$ cat src/rtl/mul_pkg.sv
// mul_pkg: shared widths, iteration count and FSM state type for the iterative multiplier
package mul_pkg;
    localparam int MUL_WIDTH = 16;
    localparam int MUL_CYCLES = 16;
    localparam int PRODUCT_WIDTH = 32;
    typedef enum logic [1:0] {IDLE, CALC, DONE} state_t;
endpackage

$ cat src/rtl/FullAdder16b.sv
// FullAdder16b: 16-bit adder with carry in/out for the shift-add partial product
module FullAdder16b
    import mul_pkg::*;
(
    input  logic [MUL_WIDTH-1:0] a,
    input  logic [MUL_WIDTH-1:0] b,
    input  logic                 carry_in,
    output logic [MUL_WIDTH-1:0] sum,
    output logic                 carry_out
);
    assign {carry_out, sum} = {1'b0, a} + {1'b0, b} + (MUL_WIDTH + 1)'(carry_in);
endmodule

$ cat src/rtl/mul_iter16.sv
// mul_iter16: 16x16 shift-add multiplier, one bit per cycle; optional signed mode via MUL_SIGNED_EN
module mul_iter16
    import mul_pkg::*;
#(
    parameter bit EARLY_EXIT = 1'b1
) (
    input  logic                     clk_in,
    input  logic                     rst_in,
    input  logic                     start_in,
    input  logic [MUL_WIDTH-1:0]     operand1_in,
    input  logic [MUL_WIDTH-1:0]     operand2_in,
`ifdef MUL_SIGNED_EN
    input  logic                     signed_in,
`endif
    output logic                     ready_out,
    output logic                     busy_out,
    output logic                     valid_out,
    output logic [PRODUCT_WIDTH-1:0] product_out
);
    state_t state, next_state;
    logic [4:0] count;
    // {hi, lo}; the add carry lands in hi[15] on the shift, so the top bit is always zero and not stored
    logic [PRODUCT_WIDTH-1:0] acc;
    logic [MUL_WIDTH-1:0] mcand, op1, op2, add_sum;
    logic add_carry, accept, zero_op, last;
    logic [MUL_WIDTH:0] hi_next;
    logic [PRODUCT_WIDTH-1:0] shifted, result;

    assign ready_out = state == IDLE;
    assign busy_out = state != IDLE;
    assign valid_out = state == DONE;
    assign accept = start_in && ready_out;
    assign zero_op = EARLY_EXIT && (operand1_in == '0 || operand2_in == '0);
    assign last = count == 5'(MUL_CYCLES - 1);

    FullAdder16b u_add (
        .a(acc[PRODUCT_WIDTH-1:MUL_WIDTH]),
        .b(mcand),
        .carry_in(1'b0),
        .sum(add_sum),
        .carry_out(add_carry)
    );

    assign hi_next = acc[0] ? {add_carry, add_sum} : {1'b0, acc[PRODUCT_WIDTH-1:MUL_WIDTH]};
    assign shifted = {hi_next, acc[MUL_WIDTH-1:1]};

`ifdef MUL_SIGNED_EN
    logic negate;
    assign op1 = (signed_in && operand1_in[MUL_WIDTH-1]) ? -operand1_in : operand1_in;
    assign op2 = (signed_in && operand2_in[MUL_WIDTH-1]) ? -operand2_in : operand2_in;
    assign result = negate ? -shifted : shifted;
    // Product sign, captured with the operands so the magnitude result can be fixed up on DONE entry
    always_ff @(posedge clk_in) begin
        negate <= rst_in ? 1'b0 : accept ? signed_in && (operand1_in[MUL_WIDTH-1] ^ operand2_in[MUL_WIDTH-1]) : negate;
    end
`else
    assign op1 = operand1_in;
    assign op2 = operand2_in;
    assign result = shifted;
`endif

    // State register
    always_ff @(posedge clk_in) begin
        state <= rst_in ? IDLE : next_state;
    end

    // Next state: zero operands skip straight to DONE when early exit is enabled
    always_comb begin
        next_state = state;
        if (state == IDLE && accept)
            next_state = zero_op ? DONE : CALC;
        else if (state == CALC && last)
            next_state = DONE;
        else if (state == DONE)
            next_state = IDLE;
    end

    // Datapath: load on accept, one add-shift step per CALC cycle, publish product on DONE entry
    always_ff @(posedge clk_in) begin
        if (rst_in) begin
            acc <= '0;
            mcand <= '0;
            count <= '0;
            product_out <= '0;
        end else if (accept) begin
            acc <= {{MUL_WIDTH{1'b0}}, op2};
            mcand <= op1;
            count <= '0;
            if (zero_op)
                product_out <= '0;
        end else if (state == CALC) begin
            acc <= shifted;
            count <= count + 5'd1;
            if (last)
                product_out <= result;
        end
    end
endmodule
$ cat config.mk
export PLATFORM = sky130hd
export DESIGN_NAME = mul_iter16
export DESIGN_NICKNAME = d
export VERILOG_FILES = /design/src/rtl/mul_pkg.sv /design/src/rtl/FullAdder16b.sv /design/src/rtl/mul_iter16.sv
export SDC_FILE = /design/constraint.sdc
export NUM_CORES = 1
export LEC_CHECK = 0
export ABC_AREA = 1
export BUFFER_PORTS_ARGS = -buffer_cell sky130_fd_sc_hd__clkbuf_2
export CAP_MARGIN = 10
export CORE_MARGIN = 2
export CORE_UTILIZATION = 36
export DETAILED_ROUTE_END_ITERATION = 10
export SLEW_MARGIN = 15
export SYNTH_ARGS = -nofsm -noshare
export SYNTH_HDL_FRONTEND = slang
export SYNTH_SLANG_ARGS = --single-unit
$ cat constraint.sdc
create_clock -name clk_in -period 2.8 [get_ports clk_in]
set_clock_uncertainty 0.2 [all_clocks]
set_input_delay 0.14 -clock clk_in [delete_from_list [all_inputs] [get_ports clk_in]]
set_output_delay 0.14 -clock clk_in [all_outputs]
set_load 0.02 [all_outputs]
==> impl_metrics.csv, run 1 <==
group,metric,value,unit
routing,drt_wl_total,11700,um
floorplan,core,12200,um^2
flow_run,cap_violations,0,
cts,cts_sinks,87,
yosys,yosys_warnings,0,
pwr,leakage,0.00263,uW
setup_path,critical_path.max_stage_delay,370,ps
global_route,grt_overflow,0,
sta,fmaxAchievable,455,MHz
setup_path,path_class,"flip-flop to flip-flop",
floorplan,die_area,13500,um^2
setup_path,arrival,2280,ps
pwr,vdd_drop_max,308,uV
yosys,synthMuxAreaShare,0,%
cts,clock_latency,340,ps
yosys,yosys.area_share.simple,28.8,%
yosys,yosysTopAreaCellShare,38.5,%
placement,hpwl,8290,um
yosys,synth.top_cells.by_area,"dfxtp_1 39%, nand2_1 19%, a21oi_1 7.7%",
placement,gp_congestion,0.869,
floorplan,initial_core_util,37.2,%
cts,h-tree-depth,3,
finish,nets,818,
yosys,synth_compound_area_share,14.8,%
yosys,synth.distinct_cells,33,
cts,cts_buffer_depth,2,
sta,slew_headroom,62.7,%
yosys,synthXorXnorAreaFrac,1.36,%
finish,diodes,0,
finish,multi_input_area,2280,um^2
yosys,ys_ff_latch,87,
sta,hold_violations,0,
finish,seq_area,1740,um^2
yosys,synth_edf_count,0,
sta,drv_slew,0,
finish,n_fill_cell,1229,
setup_path,rrSetupSlack,600,ps
routing,ant_nets,0,
setup_path,crit_fanout,21,
floorplan,fp.dieH,116,um
setup_path,end_kind,"flip-flop",
yosys,yosys.area_share.adder,5.42,%
global_route,track_usage,18.5,%
yosys,synth_seq_area_share,38.5,%
floorplan,io_pins,70,
global_route,antenna_found_initial,0,
routing,via_per_inst,4.77,
yosys,synth_cells,673,
yosys,async_flop_share,0,%
setup_path,start_kind,"flip-flop",
pwr,p_total,3020,uW
sta,finalCritPeriodShare,78.4,%
finish,drive_above_1_share,13.5,%
sta,rsz0062_at_grt,"no",
setup_path,required,2880,ps
sta,fin_crit,2200,ps
sta,setup_viol,0,
yosys,syn_area_per_cell,6.72,um^2
yosys,synthFlopType,"dfxtp_1",
floorplan,die_w,116,um
routing,drcViolationCount,0,
placement,io_buffers,69,
yosys,syn_area,4520,um^2
yosys,synth_top_family_by_area,"simple AND/OR/NAND/NOR gates",
sta,worst_pin_slew,558,ps
min_path,hp-class,"input pin to flip-flop",
cts,root_buffer,"clkbuf_16",
routing,wl_per_cell,12.5,um
cts,numCtsBuffers,9,
cts,cts_tree,"built",
cts,path_clk_slew,60,ps
setup_path,cp_cell_sequence,"ha_1 -> inv_1 -> nor3_1 -> ha_1 -> inv_1 -> nor2_4 -> buf_4 -> nand3_1 -> a21oi_1",
routing,firstDrtPassIters,5,
pwr,powerDensity,537,nW/um^2
yosys,yosysTopAreaCell,"dfxtp_1",
floorplan,rows,40,
routing,drtIter0Drc,295,
sta,fin_tns_setup,0,ps
global_route,grt_pass1_vias,4254,
outcome,status,"finished clean",
global_route,grt_pass1_wl,19700,um
finish,syn_to_final_growth,24.2,%
setup_path,slowest_stage,"dfxtp_1",
global_route,grt_max_degree,50,
routing,num_vias,4467,
yosys,synth_nets,727,
[sequential cells by signal (all words and copies together) (netlist names)]
signal / count
mcand: 16
acc: 32
count: 5
product_out: 32
state: 2
[report_power, final]
part           internal (uW)  switching (uW)  total, uW
Sequential              1290            42.2       1330
Combinational            162             252        414
Clock                    766             504       1270
Total                   2220             798       3020
[stage by stage]
step / area (um^2) / hold WS (ps) / util [%] / worst slack (ps) / cells
global route: 5620 / 102 / 46.2 / 394 / 937
detailed placement: 4970 / 190 / 40.9 / 598 / 888
floorplan: 4520 / 87.6 / - / 836 / 673
finish: 5620 / 47.7 / 46.2 / 604 / 937
global placement: 4970 / 182 / 40.9 / 660 / 888
CTS: 5620 / 54.3 / 46.2 / 584 / 937
[critical path: cells and delay by family (launching register included)]
kind	cells	cell delay (ps)
buffers and inverters	3	450
AO/OA/AOI/OAI	1	130
AND/OR/NAND/NOR	3	600
adder cells (fa/ha/maj)	2	360
flip-flops	1	370
[worst paths after layout]
check                                     from         endpoint  cells after the start
worst max-delay path                  count[0]  product_out[23]                      9
worst min-delay path                  start_in         mcand[0]                      4
worst max register to register        count[0]  product_out[23]                      9
worst min register to register  product_out[5]   product_out[5]                      2
[layout by cell type (no fill, tap or decap), drive strengths merged, types with 5 or more instances in the layout]
cell type    netlist  final
ha                18     18
o21ai             33     33
nand4              5      5
a21oi             71     71
nor2              40     40
dfxtp             87     87
nand2            228    228
xnor2              5      5
nor3               5      5
dlygate4sd3        0     33
inv               89     89
a31oi             15     15
buf               18      6
clkbuf            10     81
nand3             34     34
[cells by family (layout without fill, tap and decap cells)]
| kind of cell | count (synthesis) | in the layout |
|---|---|---|
| XOR/XNOR | 7 | 7 |
| flip-flops | 87 | 87 |
| AND/OR/NAND/NOR | 318 | 318 |
| AO/OA/AOI/OAI | 125 | 125 |
| adder cells (fa/ha/maj) | 19 | 19 |
| buffers and inverters | 117 | 213 |
[final cells by class]
class	instances	area share, %
clock buffers	12	4.74
repair buffers	108	13.1
clock inverters	4	0.935
well taps	168	3.74
flip-flops and latches	87	31.0
multi-input cells	469	40.5
inverters	89	5.99
[what timing repair did]
action / in CTS / in global routing
hold buffers: 33 / 0
setup buffers: 0 / 0
endpoints found under the hold margin: 36 / 0
gates resized for setup: 0 / 0
[cells in the mapped netlist (8+ instances only)]
cell / number
dfxtp_1: 87
nor2_1: 36
clkbuf_1: 10
a31oi_1: 15
buf_2: 8
nand2_1: 226
o21ai_0: 33
ha_1: 18
nand3_1: 34
inv_1: 86
a21oi_1: 70
[metal layers]
metal	vias to the layer above	wire length [um]	global-route usage, %
li1	2314	-	-
met4	0	283	8.10
met2	95	5660	31.0
met1	2039	5410	23.7
met5	-	0	0
met3	19	372	2.80
Note: power is estimated with default switching activity, not from simulation.
==> inputs of run 2 (changes only) <==
==> constraint.sdc (replaced) <==
create_clock -name clk_in -period 2.25 [get_ports clk_in]
set_clock_uncertainty 0.2 [all_clocks]
set_input_delay 0.1125 -clock clk_in [delete_from_list [all_inputs] [get_ports clk_in]]
set_output_delay 0.1125 -clock clk_in [all_outputs]
set_load 0.02 [all_outputs]
==> run 2 against run 1 <==
  * Non-clock buffer count unchanged
  * Fmax is 5.8% higher
  * Flip-flop and latch count is the same
  * Clock power grew 28%
  * Core utilization up 0.23 points
  * Critical endpoint is now acc[25]
  * Highest routed layer unchanged
==> impl_metrics.csv, run 2 (synthesis results as in run 1) <==
group,metric,value,unit
min_path,hp-class,"input pin to flip-flop",
sta,rsz0062_at_grt,"no",
sta,fmaxAchievable,482,MHz
floorplan,io_pins,70,
sta,hold_violations,0,
placement,hpwl,8340,um
cts,path_clk_slew,60,ps
flow_run,cap_violations,0,
global_route,grt_max_degree,48,
sta,setup_viol,0,
routing,num_vias,4440,
pwr,p_sw,1010,uW
global_route,grt_overflow,0,
routing,firstDrtPassIters,4,
sta,fin_tns_setup,0,ps
floorplan,die_area,13500,um^2
global_route,grt_pass1_vias,4132,
routing,ant_nets,0,
floorplan,fp.dieH,116,um
cts,postCtsSetupBuffers,0,
pwr,clkPwrFrac,42.6,%
finish,drive_above_1_share,14.3,%
cts,cts_buffer_depth,2,
sta,fin_crit,2070,ps
sta,drv_slew,0,
finish,n_fill_cell,1226,
cts,root_buffer,"clkbuf_16",
cts,h-tree-depth,3,
placement,io_buffers,69,
cts,cts_tree,"built",
finish,finalNonFillerCells,937,
finish,utilization,46.4,%
cts,clock_latency,350,ps
cts,numCtsBuffers,9,
setup_path,end_kind,"flip-flop",
global_route,antenna_found_initial,0,
cts,cts_sinks,87,
pwr,vdd_drop_max,296,uV
floorplan,die_w,116,um
global_route,track_usage,18.0,%
floorplan,rows,40,
pwr,power_frac_seq,43.6,%
routing,drcViolationCount,0,
finish,layout_commonest_cell,"nand2_1",
setup_path,crit_fanout,3,
outcome,status,"finished clean",
routing,via_per_inst,4.74,
setup_path,required,2300,ps
pwr,p_int,2790,uW
setup_path,path_class,"flip-flop to flip-flop",
setup_path,arrival,2130,ps
placement,dp.cells,888,
setup_path,start_kind,"flip-flop",
global_route,grt_pass1_wl,19000,um
finish,syn_to_final_growth,24.8,%
finish,nets,819,
floorplan,core,12200,um^2
pwr,combPwrFrac,13.8,%
pwr,swShare,26.6,%
routing,drtIter0Drc,251,
finish,layout_common_cells,"224 x nand2_1, 87 x dfxtp_1, 86 x inv_1",
sta,finalCritPeriodShare,92.2,%
floorplan,initial_core_util,37.2,%
routing,drt_wl_total,11800,um
sta,slew_headroom,62.0,%
finish,diodes,0,
pwr,powerDensity,673,nW/um^2
placement,gp_congestion,0.850,
routing,wl_per_cell,12.6,um
pwr,leakage,0.00262,uW
finish,top_regs,"acc: 32 flops, product_out: 32 flops, mcand: 16 flops",
sta,worst_pin_slew,568,ps
-- run 2: cell count changes in the layout (fill, tap and decap cells not counted), sizes merged --
| cell | before | now |
|---|---|---|
| clkinvlp | 0 | 1 |
| bufinv | 1 | 2 |
| a21oi | 71 | 72 |
| clkbuf | 81 | 78 |
| clkinv | 3 | 1 |
| inv | 89 | 91 |
-- run 2: worst max-delay path, cell delays in order (launching register included) --
cell and delay (ps):
dfxtp_1 320, ha_2 200, fa_2 390, nand2_1 90, nand2_1 60, nand3b_1 100
nand2_2 80, nand2_1 80, nand2_1 60, nand2_1 50, nand3_1 100, nand2_1 90
nand2_1 50, nand2_1 60, inv_1 40
-- run 2: layout make-up --
cell class                 instances  area, um^2  area share (%)
clock inverter                     6        93.8            1.66
timing repair buffer             108         724            12.8
sequential                        87        1740            30.9
tap                              168         210            3.72
multi-input combinational        470        2310            41.0
clock buffer                       9         225            3.99
inverter                          89         337            5.96
-- run 2: path summary, 6_finish.rpt --
| path | start | endpoint | slack [ps] | cells past startpoint |
|---|---|---|---|---|
| worst max-delay path | acc[16] | acc[25] | 180 | 14 |
| worst min-delay path | start_in | mcand[0] | 30 | 4 |
| worst max register to register | acc[16] | acc[25] | 180 | 14 |
| worst min register to register | product_out[3] | product_out[3] | 260 | 2 |
-- run 2: power by group through the flow --
stage	Combinational, uW	Clock, uW	Sequential (uW)
2_1_floorplan	364	0	1670
3_3_place_gp	464	0	1690
3_5_place_dp	472	0	1690
4_1_cts	519	1650	1660
5_1_grt	595	1710	1660
6_report	524	1620	1660
-- run 2: timing repair --
action / in CTS / in global routing
gates resized for setup: 0 / 9
hold buffers: 33 / 0
hold endpoints to repair: 36 / 0
setup endpoints to repair: 0 / 39
-- run 2: stage by stage --
| step | total power (uW) | hold WS, ps | instance area, um^2 | setup slack [ps] |
|---|---|---|---|---|
| after CTS | 3830 | 29.4 | 5610 | 2.77 |
| final | 3800 | 34.8 | 5650 | 176 |
| after floorplan | 2040 | 60.1 | 4520 | 286 |
| after global placement | 2160 | 157 | 4960 | 47.7 |
| after global routing | 3970 | 56.9 | 5650 | 15.5 |
| after detailed placement | 2160 | 162 | 4960 | 19.0 |
-- run 2: metal layers --
layer  part of all wire (%)  track usage, %
met2                     47            30.1
met5                      0               0
met4                    2.6            8.65
met3                    3.8            2.80
met1                     47            22.6
